==> config.mk <==
export PLATFORM = sky130hd
export DESIGN_NAME = complex_alu_arbiter
export DESIGN_NICKNAME = d
export VERILOG_FILES = /design/src/rtl/complex_alu_arbiter.sv
export SDC_FILE = /design/constraint.sdc
export NUM_CORES = 1
export LEC_CHECK = 0
export BUFFER_PORTS_ARGS = -buffer_cell sky130_fd_sc_hd__buf_4
export CORE_AREA = 2 2 208 210
export CTS_BUF_LIST = sky130_fd_sc_hd__clkbuf_4 sky130_fd_sc_hd__clkbuf_8
export CTS_CLUSTER_DIAMETER = 40
export DETAILED_ROUTE_END_ITERATION = 10
export DIE_AREA = 0 0 210 212
export PLACE_DENSITY_LB_ADDON = 0.25
export SLEW_MARGIN = 20
export SYNTH_ARGS = -nofsm -noshare
export SYNTH_HDL_FRONTEND = slang
export SYNTH_SLANG_ARGS = --single-unit
==> constraint.sdc <==
create_clock -name clock_i -period 13.04 [get_ports clock_i]
set_clock_uncertainty 0.05 [all_clocks]
set_input_delay 1.304 -clock clock_i [delete_from_list [all_inputs] [get_ports clock_i]]
set_output_delay 1.304 -clock clock_i [all_outputs]
set_load 0.02 [all_outputs]
==> src/rtl/complex_alu_arbiter.sv <==
`default_nettype none
// ============================================================================
// Module   : complex_alu_arbiter
// Purpose  : Round-robin arbiter that shares one complex-number ALU between
//            two requesters. Validates the opcode, issues a one-cycle start,
//            waits for done with a bounded timeout and returns a registered
//            result plus status code to the granted requester.
// Revision : 1.0 - initial release
// ============================================================================
module complex_alu_arbiter #(
  parameter int DATA_W  = 64,
  parameter int OPR_W   = 4,
  parameter int TIMEOUT = 255,
  parameter int CNT_W   = 8
) (
  input  logic              clock_i,
  input  logic              reset_i,
  input  logic              req0_i,
  input  logic [OPR_W-1:0]  opr0_i,
  input  logic [DATA_W-1:0] a0_i,
  input  logic [DATA_W-1:0] b0_i,
  input  logic              req1_i,
  input  logic [OPR_W-1:0]  opr1_i,
  input  logic [DATA_W-1:0] a1_i,
  input  logic [DATA_W-1:0] b1_i,
  output logic              gnt0_o,
  output logic              gnt1_o,
  output logic              rsp_valid0_o,
  output logic              rsp_valid1_o,
  output logic [1:0]        rsp_err_o,
  output logic [DATA_W-1:0] rsp_data_o,
  output logic              busy_o,
  output logic              alu_start_o,
  output logic [OPR_W-1:0]  alu_opr_o,
  output logic [DATA_W-1:0] alu_a_o,
  output logic [DATA_W-1:0] alu_b_o,
  input  logic              alu_done_i,
  input  logic [DATA_W-1:0] alu_out_i
);

  // One bit per opcode value: 0,1,2,3,4,6,8,9,10 are legal.
  localparam logic [(2**OPR_W)-1:0] LEGAL_MASK = (2**OPR_W)'(16'h075F);
  localparam logic [CNT_W-1:0]      CNT_LAST   = CNT_W'(TIMEOUT - 1);

  localparam logic [1:0] ERR_OK      = 2'b00;
  localparam logic [1:0] ERR_ILLEGAL = 2'b01;
  localparam logic [1:0] ERR_TIMEOUT = 2'b10;

  typedef enum logic [1:0] {
    IDLE  = 2'd0,
    ISSUE = 2'd1,
    WAIT  = 2'd2,
    RESP  = 2'd3
  } state_t;

  state_t             state_q;
  logic               last_q;
  logic               owner_q;
  logic [CNT_W-1:0]   cnt_q;
  logic               gnt0_q;
  logic               gnt1_q;
  logic               rsp_valid0_q;
  logic               rsp_valid1_q;
  logic [1:0]         rsp_err_q;
  logic [DATA_W-1:0]  rsp_data_q;
  logic               busy_q;
  logic               alu_start_q;
  logic [OPR_W-1:0]   alu_opr_q;
  logic [DATA_W-1:0]  alu_a_q;
  logic [DATA_W-1:0]  alu_b_q;

  logic               owner_d;
  logic [OPR_W-1:0]   opr_d;
  logic [DATA_W-1:0]  a_d;
  logic [DATA_W-1:0]  b_d;
  logic               legal_d;

  // Round-robin pick of the candidate owner and its operand/opcode mux.
  always_comb begin
    owner_d = 1'b0;
    if (req0_i && req1_i) begin
      owner_d = ~last_q;
    end else if (req1_i) begin
      owner_d = 1'b1;
    end
    opr_d   = owner_d ? opr1_i : opr0_i;
    a_d     = owner_d ? a1_i   : a0_i;
    b_d     = owner_d ? b1_i   : b0_i;
    legal_d = LEGAL_MASK[opr_d];
  end

  // Control FSM; every output is a register updated alongside the state.
  always_ff @(posedge clock_i or posedge reset_i) begin
    if (reset_i) begin
      state_q      <= IDLE;
      last_q       <= 1'b1;
      owner_q      <= 1'b0;
      cnt_q        <= '0;
      gnt0_q       <= 1'b0;
      gnt1_q       <= 1'b0;
      rsp_valid0_q <= 1'b0;
      rsp_valid1_q <= 1'b0;
      rsp_err_q    <= ERR_OK;
      rsp_data_q   <= '0;
      busy_q       <= 1'b0;
      alu_start_q  <= 1'b0;
      alu_opr_q    <= '0;
      alu_a_q      <= '0;
      alu_b_q      <= '0;
    end else begin
      // Pulse outputs default low; states below raise them for one cycle.
      gnt0_q       <= 1'b0;
      gnt1_q       <= 1'b0;
      rsp_valid0_q <= 1'b0;
      rsp_valid1_q <= 1'b0;
      alu_start_q  <= 1'b0;
      case (state_q)
        IDLE: begin
          if (req0_i || req1_i) begin
            owner_q   <= owner_d;
            gnt0_q    <= ~owner_d;
            gnt1_q    <= owner_d;
            alu_opr_q <= opr_d;
            alu_a_q   <= a_d;
            alu_b_q   <= b_d;
            busy_q    <= 1'b1;
            if (legal_d) begin
              state_q     <= ISSUE;
              alu_start_q <= 1'b1;
            end else begin
              // Illegal opcode: skip the ALU, the response follows from RESP.
              state_q    <= RESP;
              rsp_err_q  <= ERR_ILLEGAL;
              rsp_data_q <= '0;
            end
          end
        end
        ISSUE: begin
          cnt_q   <= '0;
          state_q <= WAIT;
        end
        WAIT: begin
          if (alu_done_i) begin
            rsp_data_q   <= alu_out_i;
            rsp_err_q    <= ERR_OK;
            rsp_valid0_q <= ~owner_q;
            rsp_valid1_q <= owner_q;
            state_q      <= RESP;
          end else if (cnt_q == CNT_LAST) begin
            rsp_data_q   <= '0;
            rsp_err_q    <= ERR_TIMEOUT;
            rsp_valid0_q <= ~owner_q;
            rsp_valid1_q <= owner_q;
            state_q      <= RESP;
          end else begin
            cnt_q <= cnt_q + 1'b1;
          end
        end
        RESP: begin
          // Entered from WAIT the pulse is already up; entered from IDLE
          // (illegal opcode) it is raised here and RESP lasts one more cycle.
          if (rsp_valid0_q || rsp_valid1_q) begin
            last_q  <= owner_q;
            busy_q  <= 1'b0;
            state_q <= IDLE;
          end else begin
            rsp_valid0_q <= ~owner_q;
            rsp_valid1_q <= owner_q;
          end
        end
        default: begin
          state_q <= IDLE;
          busy_q  <= 1'b0;
        end
      endcase
    end
  end

  assign gnt0_o       = gnt0_q;
  assign gnt1_o       = gnt1_q;
  assign rsp_valid0_o = rsp_valid0_q;
  assign rsp_valid1_o = rsp_valid1_q;
  assign rsp_err_o    = rsp_err_q;
  assign rsp_data_o   = rsp_data_q;
  assign busy_o       = busy_q;
  assign alu_start_o  = alu_start_q;
  assign alu_opr_o    = alu_opr_q;
  assign alu_a_o      = alu_a_q;
  assign alu_b_o      = alu_b_q;

endmodule
`default_nettype wire

# Word-level counts from Yosys, hierarchy flattened
# Memories as Yosys holds them, arrays and structs flattened.
# Cells that the tools add are included.
op_classes:
  add_sub_neg: 1
  n_mux: 43
  reduce_logical: 13
  n_eq_ne: 10
  bitwise: 3
  magnitude_cmp: 1
ops:
  columns: ["op", "n"]
  rows:
  - ["$mux W64", 6]
  - ["$pmux W64 S2", 1]
  - ["$mux W1", 18]
  - ["$mux W2", 9]
  - ["$mux W8", 2]
  - ["$pmux W8 S2", 1]
  - ["$ne A2 B2 Y1 const B", 5]
  - ["$reduce_and A3 Y1", 3]
  - ["$add A8 B1 Y8 const B", 1]
  - ["$eq A8 B8 Y1 const B", 1]
  - ["$pmux W2 S4", 1]
  - ["$pmux W1 S2", 3]
  - ["$reduce_bool A2 Y1", 3]
  - ["$lt A4 B5 Y1 const B", 1]
  - ["$eq A2 B2 Y1 const B", 2]
  - ["$mux W4", 1]
  - ["$pmux W2 S2", 1]
  - ["$reduce_and A2 Y1", 2]
  - ["$reduce_and A4 Y1", 1]
  - ["$ne A3 B3 Y1 const B", 1]
  - ["$not A1 Y1", 3]
  - ["$eq A2 B1 Y1 const B", 1]
  - ["$logic_not A2 Y1", 1]
  - ["$logic_or A1 B1 Y1", 2]
  - ["$logic_and A1 B1 Y1", 1]
totals:
  input_bits: 333
  regBits: 216
  word_cells: 87
  memories: 1
  rom_bits: 16
mem_list:
  columns: ["name", "words", "width", "rd", "rd_ports_with_merged_regs", "write_ports", "line", "text"]
  rows:
  - ["(name not given)", 16, 1, 1, 0, 0, "89", "legal_d = LEGAL_MASK[opr_d];"]

# Logic depth before layout (Yosys ltp)
logic_depth:
  ltp_word: 8
  depth_mapped: 9
  ltp_nobuf: 7

# Worst setup path before layout
# OpenSTA, ideal clock, no wires.
synth_timing:
  path_kind: "input -> register"
  startpoint: "input req1_i"
  endpoint: "register rsp_data_q[0], in the netlist rsp_data_o[0]"
  arrival_time_ns: 2.829
  n_path_buf: 3
  path_stages: 8
  slack_ns: 10.034
  required_ns: 12.863
  path_cell_list: "a21bo_1 clkbuf_1 a221oi_1 o21a_1 a2111oi_4 buf_6 buf_6 mux2_1"
synth_between:
  elab_chain_len: 7
  word_cells_on_any_way: 10
  classes_between: "eq/ne (2); mux (4); reduce/logical (3); memory (1)"
synth_rtl:
  columns: ["item", "line", "text"]
  rows:
  - ["start: declaration", "22", "input logic req1_i,"]
  - ["$mux W1 or $logic_and A1 B1 Y1 (tied branches)", "83, 81", null]
  - ["$mux W1", "81", "if (req0_i && req1_i) begin"]
  - ["$mux W4", "86", "opr_d = owner_d ? opr1_i : opr0_i;"]
  - ["$mem_v2 Z16 W1", null, null]
  - ["$mux W1 (not written as such)", "89", null]
  - ["$ne A2 B2 Y1 (no source line)", null, null]
  - ["$reduce_and A4 Y1 (no source line) (*)", null, null]
  - ["end signal: assignment", "144", "rsp_data_q <= alu_out_i;"]
  - ["end: declaration", "65", "logic [DATA_W-1:0] rsp_data_q;"]
# Mark *: on every way between the ends. The rest lies on a longest branch, timed or not. The select of a mux whose other input is x is not followed.
# A chain may end at the register's enable or synchronous reset.

# Final worst setup path
layout_timing:
  startpoint: "input alu_done_i"
  endpoint: "register rsp_data_q[40], in the netlist rsp_data_o[40]"
layout_between:
  elab_chain_len: 2
  word_cells_on_any_way: 4
  classes_between: "eq/ne (1); mux (2); reduce/logical (1)"
layout_rtl:
  columns: ["item", "line", "text"]
  rows:
  - ["start: declaration", "37", "input logic alu_done_i,"]
  - ["$ne A3 B3 Y1 (no source line) or $mux W64 (tied branches)", null, null]
  - ["$reduce_and A4 Y1 (no source line) or $pmux W64 S2 (tied branches)", null, null]
# Several ways; a longest one is shown, not always the timed one.

==> flow_summary.json <==
{
  "nNetsFinal": 1745,
  "yosysWarningCount": 0,
  "min_to": "alu_b_o[36]$_DFFE_PP0P_",
  "syn_to_final_growth_pct": 55.9,
  "async_flop_share_pct": 100,
  "r2r_slack_ns": 9.91,
  "reg2reg_to": "rsp_data_o[36]$_DFFE_PP0P_",
  "firstDrtPassIters": 4,
  "hold_violations": 0,
  "start_util_pct": 23.1,
  "slew_viol_final": 0,
  "grt.total_usage_pct": 14.5,
  "critPathMaxFanout": 67,
  "status": "complete, no violations",
  "die_y_microns": 212,
  "clock-sinks": 216,
  "period_share_pct": 25.7,
  "cp-end-kind": "register",
  "grt_max_degree": 268,
  "insertion_delay_ns": 0.58,
  "reg2reg_from": "state_q[0]$_DFFE_PP0P_",
  "avgSynthCellArea_sq_um": 11.1,
  "dr.max_layer_used": "met4",
  "post_cts_buffers": 0,
  "vias": 8414,
  "drt_iter0_markers": 315,
  "routedWlPerCell_microns": 16.9,
  "reg2regPathDepth": 8,
  "cap_violations": 0,
  "power_density_mw_per_mm2": 235,
  "yosysSeqAreaShare_pct": 55.0,
  "dr_wl_met2_microns": 17000,
  "synth-edff-count": 0,
  "holdPathStages": 2,
  "cts-resized-gates": 0,
  "place_hpwl_microns": 24800,
  "gp_congestion": 0.814,
  "cp.required_ns": 13.44,
  "htreeDepth": 2,
  "fin_setup_tns_ns": 0,
  "cts_tree": "built",
  "core_area_sq_mm": 0.0425,
  "grt_pass1_wl_microns": 49800,
  "wl_met1_microns": 12900,
  "ios": 537,
  "synth_ff_type": "dfrtp_1",
  "path_class": "in -> reg",
  "drc": 0,
  "instances_no_fill": 1982,
  "worstMarginPinSlew_ns": 0.990,
  "dieArea_sq_mm": 0.0445,
  "overflow": 0,
  "synth_cell_types": 36,
  "grt_pass1_vias": 8691,
  "leakagePower_nw": 8.33,
  "fmax_mhz": 299,
  "clk_pin_slew_ns": 0.06,
  "antenna_found_initial": 0,
  "cts_hold_buf": 0,
  "syn_area_sq_mm": 0.00983,
  "worstHoldStart": "alu_b_o[36]$_DFFE_PP0P_",
  "cts_buffers": 44,
  "worstPathArrival_ns": 3.75,
  "ir_worst_vdd_mv": 0.153,
  "dp_cells": 1906,
  "grt_setup_unrepaired": "no",
  "synth_cells": 883,
  "clock_path_buffers": 3,
  "hold_path_class": "reg -> reg",
  "wl_met3_microns": 2520,
  "min_period_ns": 3.35,
  "setup_viol": 0,
  "syn_nets": 1222,
  "io_buffers": 536,
  "vias_per_cell": 4.25,
  "totalPowerFinal_mw": 3.60,
  "postRouteAntennaNets": 0,
  "fin_ws_ns": 9.69,
  "root_buffer": "clkbuf_8",
  "wl_microns": 33600,
  "drive_above_1_share_pct": 45.5,
  "max-slew-margin-rel_pct": 34.0,
  "diodes": 0,
  "place_ws_ns": 9.09,
  "start_kind": "primary input",
  "die_x_microns": 210,
  "row_count": 76,
  "ys_seq_elements": 216
}
[final cells by class]
type                       count  area (sq um)
clock inverter                12           169
tap                          546           683
timing repair buffer         543          4090
inverter                       6          30.0
multi-input combinational    595          4120
sequential                   216          5410
fill                        4261         27200
clock buffer                  64           825
[worst max-delay path by stage]
stage | from | to | slack (ns) | depth (start not counted)
floorplan | reset_i | alu_a_o[0]$_DFFE_PP0P_ | 5.78 | 1
global placement | alu_done_i | rsp_data_o[44]$_DFFE_PP0P_ | 9.11 | 6
detailed placement | req1_i | rsp_data_o[41]$_DFFE_PP0P_ | 9.09 | 7
CTS | alu_done_i | rsp_data_o[40]$_DFFE_PP0P_ | 9.74 | 6
global route | alu_done_i | rsp_data_o[43]$_DFFE_PP0P_ | 9.56 | 6
finish | alu_done_i | rsp_data_o[40]$_DFFE_PP0P_ | 9.69 | 6
[power by group]
group          total (mW)  switching (mW)  internal (mW)
Clock               0.791           0.307          0.484
Sequential           1.15           0.175          0.976
Combinational        1.65           0.958          0.696
Total                3.60            1.44           2.16
[cells in the final DEF, fill, tap and decap left out, drive strengths merged, types with 3 or more instances in the layout]
master  count
buf       543
dfrtp     215
o21ai     140
nand2     134
mux2i     133
and3       66
mux2       66
clkbuf     64
nor2       10
nand3       8
inv         6
ha          6
clkinv      6
a21o        5
nor2b       4
bufinv      4
xor2        3
[critical path, stage by stage]
cell and delay (ns):
buf_4 0.47, nand2b_1 0.20, a31oi_1 0.14, a2111oi_4 0.39
buf_4 0.76, mux2_2 0.42
[state kept, by name, indices dropped and copies added (netlist names), 2 cells and up]
signal and flops:
state_q 2, rsp_data_o 64, rsp_err_o 2, alu_a_o 64
alu_opr_o 4, alu_b_o 64, cnt_q 8
[through the flow]
step | util, % | cell area, sq um | hold WS [ns]
after floorplan | - | 9830 | 0.387
after global placement | 33.7 | 14300 | 0.414
after detailed placement | 33.7 | 14300 | 0.421
after CTS | 36.1 | 15300 | 0.434
after global routing | 36.1 | 15300 | 0.448
final | 36.1 | 15300 | 0.426
[cell families (layout without fill, tap and decap cells)]
| kind of cell | Yosys count | count (layout) | share of synthesized area, % |
|---|---|---|---|
| flip-flops | 216 | 216 | 55.0 |
| AO/OA/AOI/OAI | 158 | 158 | 8.77 |
| multiplexers | 199 | 199 | 21.1 |
| AND/OR/NAND/NOR | 228 | 228 | 10.8 |
| XOR/XNOR | 4 | 4 | 0.356 |
| adder cells (fa/ha/maj) | 6 | 6 | 0.764 |
| buffers and inverters | 72 | 625 | 3.26 |
[Yosys cell counts, drive strengths merged (6+ instances only)]
master	n	area (sq um)
dfrtp	215	5380
mux2i	133	1330
nand3	8	40.0
ha	6	75.1
nand2	134	503
clkbuf	46	173
and3	66	413
inv	6	22.5
o21ai	140	701
nor2	10	37.5
buf	20	125
mux2	66	743
[layer usage]
metal | vias to the layer above | track usage, %
met5 | - | 0
met4 | 0 | 5.58
met3 | 73 | 4.70
met2 | 341 | 25.9
met1 | 3872 | 16.1
li1 | 4128 | -
Note: power is estimated with default switching activity, not from simulation.
